[src/rtl/vmicro16_uart_pkg.sv]
// vmicro16 UART receiver: shared FSM encoding and constants.
// Optional receive FIFO is enabled with VMICRO16_UART_RX_FIFO_EN.
package vmicro16_uart_pkg;

  localparam int UART_DW      = 8;
  localparam int UART_CPB_DEF = 434;

  typedef enum logic [1:0] {
    ST_IDLE  = 2'd0,
    ST_START = 2'd1,
    ST_DATA  = 2'd2,
    ST_STOP  = 2'd3
  } uart_rx_state_t;

endpackage

[src/rtl/vmicro16_uart_fifo.sv]
// vmicro16 UART receive FIFO; head word shown on o_data.
// Only instantiated when VMICRO16_UART_RX_FIFO_EN is defined.
module vmicro16_uart_fifo
  import vmicro16_uart_pkg::*;
#(
  parameter int DEPTH = 4,
  parameter int W     = UART_DW
) (
  input  logic         clk,
  input  logic         reset,
  input  logic         i_push,
  input  logic [W-1:0] i_data,
  input  logic         i_pop,
  output logic [W-1:0] o_data,
  output logic         o_empty,
  output logic         o_full
);

  localparam int AW   = $clog2(DEPTH);
  localparam int CNTW = AW + 1;

  logic [W-1:0]    r_mem [DEPTH];
  logic [AW-1:0]   r_wp;
  logic [AW-1:0]   r_rp;
  logic [CNTW-1:0] r_cnt;
  logic            w_do_pop;
  logic            w_do_push;

  assign o_empty = (r_cnt == '0);
  assign o_full  = (r_cnt == CNTW'(DEPTH));
  assign o_data  = r_mem[r_rp];

  // When full, a same-cycle pop frees the head slot the write lands in.
  assign w_do_pop  = i_pop & ~o_empty;
  assign w_do_push = i_push & (~o_full | w_do_pop);

  always_ff @(posedge clk) begin
    if (w_do_push)
      r_mem[r_wp] <= i_data;
  end

  always_ff @(posedge clk) begin
    if (reset) begin
      r_wp  <= '0;
      r_rp  <= '0;
      r_cnt <= '0;
    end else begin
      if (w_do_push)
        r_wp <= r_wp + 1'b1;
      if (w_do_pop)
        r_rp <= r_rp + 1'b1;
      case ({w_do_push, w_do_pop})
        2'b10:   r_cnt <= r_cnt + 1'b1;
        2'b01:   r_cnt <= r_cnt - 1'b1;
        default: r_cnt <= r_cnt;
      endcase
    end
  end

endmodule

[src/rtl/vmicro16_uart_rx.sv]
// vmicro16 UART 8N1 receiver with one-byte holding register,
// or a FIFO_DEPTH FIFO when VMICRO16_UART_RX_FIFO_EN is defined.
module vmicro16_uart_rx
  import vmicro16_uart_pkg::*;
#(
  parameter int CLKS_PER_BIT = UART_CPB_DEF,
  parameter int FIFO_DEPTH   = 4
) (
  input  logic               clk,
  input  logic               reset,
  input  logic               rx,
  output logic [UART_DW-1:0] rx_data,
  output logic               rx_valid,
  input  logic               rx_ready,
  output logic               frame_err,
  output logic               overrun,
  output logic               busy
);

  localparam int CW = $clog2(CLKS_PER_BIT + 1);
  localparam logic [CW-1:0] FULL_T = CW'(CLKS_PER_BIT - 1);
  localparam logic [CW-1:0] HALF_T = CW'(CLKS_PER_BIT / 2 - 1);

  logic r_rx_meta;
  logic r_rx_s;
  logic r_rx_prev;
  logic w_fall;

  always_ff @(posedge clk) begin
    if (reset) begin
      r_rx_meta <= 1'b1;
      r_rx_s    <= 1'b1;
      r_rx_prev <= 1'b1;
    end else begin
      r_rx_meta <= rx;
      r_rx_s    <= r_rx_meta;
      r_rx_prev <= r_rx_s;
    end
  end

  assign w_fall = r_rx_prev & ~r_rx_s;

  uart_rx_state_t     r_state;
  uart_rx_state_t     w_state_nxt;
  logic [CW-1:0]      r_cnt;
  logic [CW-1:0]      w_cnt_nxt;
  logic [2:0]         r_bit;
  logic [2:0]         w_bit_nxt;
  logic [UART_DW-1:0] r_shift;
  logic [UART_DW-1:0] w_shift_nxt;
  logic               w_tick;
  logic               w_push;
  logic               w_ferr;

  always_ff @(posedge clk) begin
    if (reset) begin
      r_state <= ST_IDLE;
      r_cnt   <= '0;
      r_bit   <= '0;
      r_shift <= '0;
    end else begin
      r_state <= w_state_nxt;
      r_cnt   <= w_cnt_nxt;
      r_bit   <= w_bit_nxt;
      r_shift <= w_shift_nxt;
    end
  end

  always_comb begin
    w_state_nxt = r_state;
    w_bit_nxt   = r_bit;
    w_shift_nxt = r_shift;
    w_push      = 1'b0;
    w_ferr      = 1'b0;
    w_tick      = (r_cnt == ((r_state == ST_START) ? HALF_T : FULL_T));
    unique case (r_state)
      ST_IDLE: begin
        if (w_fall)
          w_state_nxt = ST_START;
      end
      ST_START: begin
        if (w_tick) begin
          w_bit_nxt   = '0;
          w_state_nxt = r_rx_s ? ST_IDLE : ST_DATA;
        end
      end
      ST_DATA: begin
        if (w_tick) begin
          w_shift_nxt = {r_rx_s, r_shift[UART_DW-1:1]};
          w_bit_nxt   = r_bit + 1'b1;
          if (r_bit == 3'd7)
            w_state_nxt = ST_STOP;
        end
      end
      ST_STOP: begin
        if (w_tick) begin
          w_push      = r_rx_s;
          w_ferr      = ~r_rx_s;
          w_state_nxt = ST_IDLE;
        end
      end
      default: w_state_nxt = ST_IDLE;
    endcase
    // Every non-idle state change happens on a tick, so this reloads on each.
    w_cnt_nxt = ((r_state == ST_IDLE) || w_tick) ? '0 : r_cnt + 1'b1;
  end

  logic               w_pop;
  logic               w_full;
  logic               w_valid;
  logic [UART_DW-1:0] w_head;

  assign w_pop = w_valid & rx_ready;

`ifdef VMICRO16_UART_RX_FIFO_EN
  logic w_empty;

  vmicro16_uart_fifo #(
    .DEPTH (FIFO_DEPTH),
    .W     (UART_DW)
  ) u_fifo (
    .clk     (clk),
    .reset   (reset),
    .i_push  (w_push),
    .i_data  (r_shift),
    .i_pop   (w_pop),
    .o_data  (w_head),
    .o_empty (w_empty),
    .o_full  (w_full)
  );

  assign w_valid = ~w_empty;
`else
  logic [UART_DW-1:0] r_hold;
  logic               r_hold_v;

  always_ff @(posedge clk) begin
    if (reset) begin
      r_hold   <= '0;
      r_hold_v <= 1'b0;
    end else if (w_push && (!r_hold_v || w_pop)) begin
      r_hold   <= r_shift;
      r_hold_v <= 1'b1;
    end else if (w_pop) begin
      r_hold_v <= 1'b0;
    end
  end

  assign w_head  = r_hold;
  assign w_full  = r_hold_v;
  assign w_valid = r_hold_v;
`endif

  logic r_ferr;
  logic r_ovr;

  always_ff @(posedge clk) begin
    if (reset) begin
      r_ferr <= 1'b0;
      r_ovr  <= 1'b0;
    end else begin
      r_ferr <= w_ferr;
      r_ovr  <= w_push & w_full & ~w_pop;
    end
  end

  assign rx_valid  = w_valid;
  assign rx_data   = w_valid ? w_head : '0;
  assign frame_err = r_ferr;
  assign overrun   = r_ovr;
  assign busy      = (r_state != ST_IDLE);

endmodule
[config.mk]
export PLATFORM = sky130hd
export DESIGN_NAME = vmicro16_uart_rx
export DESIGN_NICKNAME = d
export VERILOG_FILES = /design/src/rtl/vmicro16_uart_pkg.sv /design/src/rtl/vmicro16_uart_fifo.sv /design/src/rtl/vmicro16_uart_rx.sv
export SDC_FILE = /design/constraint.sdc
export NUM_CORES = 1
export LEC_CHECK = 0
export BUFFER_PORTS_ARGS = -buffer_cell sky130_fd_sc_hd__buf_4
export CAP_MARGIN = 10
export CORE_ASPECT_RATIO = 0.9
export CORE_MARGIN = 2
export CORE_UTILIZATION = 50
export DETAILED_ROUTE_END_ITERATION = 16
export GPL_TIMING_DRIVEN = 0
export PLACE_DENSITY = 0.82
export SLEW_MARGIN = 20
export SYNTH_ARGS = -nofsm -noshare
export SYNTH_HDL_FRONTEND = slang
export SYNTH_SLANG_ARGS = --single-unit
[constraint.sdc]
create_clock -name clk -period 4.89 [get_ports clk]
set_input_delay 0.978 -clock clk [delete_from_list [all_inputs] [get_ports clk]]
set_output_delay 0.978 -clock clk [all_outputs]
set_load 0.03 [all_outputs]
==> results.cfg <==
[outcome]
status = completed

[clock_network]
cts_buffers = 5
ctsResizeCount = 0
cts_tree = built
cts_hold_buffers = 0
cts.path.max_buffers = 2
clk_pin_slew_ps = 100
post_cts_buffers = 0
insertion_delay_ps = 350
cts_root_buf = clkbuf_4
htreeDepth = 2
clock_sinks = 36

[sta]
fmax_mhz = 456.7
period_share_pct = 44.78
period_minus_slack_ps = 2190
fin_worst_skew_ps = 10.83
final_hold_viol_count = 0
tns_ps = 0
slew_violations = 0
max_slew_margin_pct = 64.24
setup_viol = 0
rsz0062_at_grt = no
worst_pin_slew_ps = 536.3

[final_layout]
fin_util_pct = 62.18
insertedDiodeCount = 0
layout_common_cells = dfxtp_1 (36), nor2_1 (30), buf_4 (16), mux2i_1 (16)
final_common_cell = dfxtp_1
drive_gt1_share_pct = 19.77
fillers = 247
finalNetCount = 183
areaGrowthSynthToFinish_pct = 15.24

[routing]
wl_per_cell_um = 12.55
drc_errors = 0
drt_wl_total_mm = 2.723
first_iter_violations = 58
num_vias = 1116
wl_met3_um = 112
ant_nets = 0
top_layer = met4
dr.pass1.iters = 4
avgViaCountPerCell = 5.143
dr_wl_met2_mm = 1.258
wl_met1_mm = 1.277

[yosys]
yosysWarnings = 0
ys_seq_elements = 36
ys.flop_type = dfxtp_1
syn_area_per_cell_um2 = 9.800
synth_edf_count = 0
netlist_area_um2 = 1519
ys_types = 36
syn-num-nets = 162
synthCells = 155
synth-async-reset-ratio_pct = 0
seq_area_frac_synth_pct = 47.45

[die]
start_util_pct = 53.96
die_h_um = 56.29
core_area_um2 = 2815
dieWidth_um = 62.10
die_area_um2 = 3496
num_rows = 18
pin_count = 16

[grt]
grt_pass1_wl_mm = 4.629
first_global_vias = 1029
antenna_found_initial = 0
grt_start_max_net_pins = 12
grt_util_all_layers_pct = 16.93
grt.overflow.total = 0

[power_and_ir_drop]
p_comb_share_pct = 2.7
ir_drop_mv = 0.2012
p_sw_mw = 0.1038
seqPwrFrac_pct = 57.9
p_int_mw = 0.4070
switching_share_pct = 20.32
share_clk_of_total_power_pct = 39.3
p_leak_nw = 0.6383
power_density_nw_per_um2 = 291.8

[place]
place_hpwl_mm = 2.008
port_buffers = 14
gp_congestion = 0.7878

[setup_path]
r2r_cells = 6
start_kind = register
critPathRequiredTime_ps = 3910
startpoint = rx_valid$_SDFFE_PP0P_
endpoint_kind = output port
critPathMaxFanout = 10
worstSetupPathType = reg -> out
worstPathArrival_ps = 1210

[hold_path]
min_path_cells = 1
min_path_type = reg -> reg
hold_path_startpoint = r_rx_meta$_SDFF_PP1_

[job]
drv_cap = 0
==> critical path: stages (launching register included) <==
cell and delay (ps):
dfxtp_1 520, and2_1 190, buf_4 160
==> cell families (layout without fill, tap and decap cells) <==
family                     after synthesis  count (layout)  share of synthesized area (%)
and+or+nand+nor                         68              68                          23.15
DFF                                     36              36                          47.45
muxes                                   16              16                          10.54
AOI/OAI and AO/OA                       15              15                          9.389
buffers and inverters                   10              32                          2.965
xor gates and xnor gates                 7               7                          4.036
adders and majority gates                3               3                          2.471
==> layer usage <==
| layer | global-route usage (%) | vias up |
|---|---|---|
| met5 | 0 | - |
| met2 | 26.71 | 20 |
| met1 | 20.78 | 523 |
| met4 | 10.48 | 0 |
| met3 | 4.409 | 8 |
| li1 | - | 565 |
==> power by group through the flow <==
stage	Sequential, mW	Clock, mW	Combinational [mW]
floorplan	0.302	0	0.00967
global placement	0.303	0	0.0135
detailed placement	0.303	0	0.0138
CTS	0.296	0.205	0.0138
global route	0.296	0.220	0.0152
finish	0.296	0.201	0.0138
==> registers in the layout (all words and copies together) (netlist names), named ones only <==
register   flops
frame_err      1
r_rx_prev      1
r_rx_s         1
rx_valid       1
overrun        1
r_rx_meta      1
r_bit          3
r_cnt          9
r_shift        8
r_hold         8
r_state        1
==> cell usage after synthesis, drive strengths merged, types with 3 or more instances <==
cell type,count,area share [%]
a21oi,7,3.8
dfxtp,36,47
xnor2,4,2.3
buf,3,1.2
xor2,3,1.7
nand3,9,3.0
nor2,30,7.4
nand2,5,1.2
ha,3,2.5
and2,10,4.1
mux2i,16,11
clkbuf,3,0.74
inv,4,0.99
==> path summary, 6_finish.rpt <==
kind	to	slack, ps
hold reg to reg	r_rx_s$_SDFF_PP1_	430
setup reg to reg	r_hold[3]$_SDFFE_PP0P_	3030
setup / recovery	rx_data[5]	2700
hold / removal	r_rx_s$_SDFF_PP1_	430
==> through the flow <==
| step | cell area (um^2) | cells | worst slack, ps | hold WS [ps] | power (mW) |
|---|---|---|---|---|---|
| 4_1_cts | 1750 | 217 | 2703 | 428.4 | 0.5148 |
| 5_1_grt | 1750 | 217 | 2614 | 441.1 | 0.5321 |
| 6_report | 1750 | 217 | 2700 | 425.4 | 0.5108 |
| 3_5_place_dp | 1674 | 209 | 2734 | 404.0 | 0.3166 |
| 2_1_floorplan | 1519 | 155 | 2981 | 389.5 | 0.3121 |
| 3_3_place_gp | 1674 | 209 | 2791 | 394.8 | 0.3162 |
==> area by class of cell <==
type	count	area, um^2	share of cell area, %
Inverter	4	15.01	0.8578
Sequential cell	36	720.7	41.17
Tap cell	40	50.05	2.859
Multi-Input combinational cell	109	753.2	43.03
Timing Repair Buffer	14	105.1	6.004
Clock buffer	6	41.29	2.359
Buffer	6	30.03	1.716
Clock inverter	2	35.03	2.001
(Power assumes the default switching activity.)
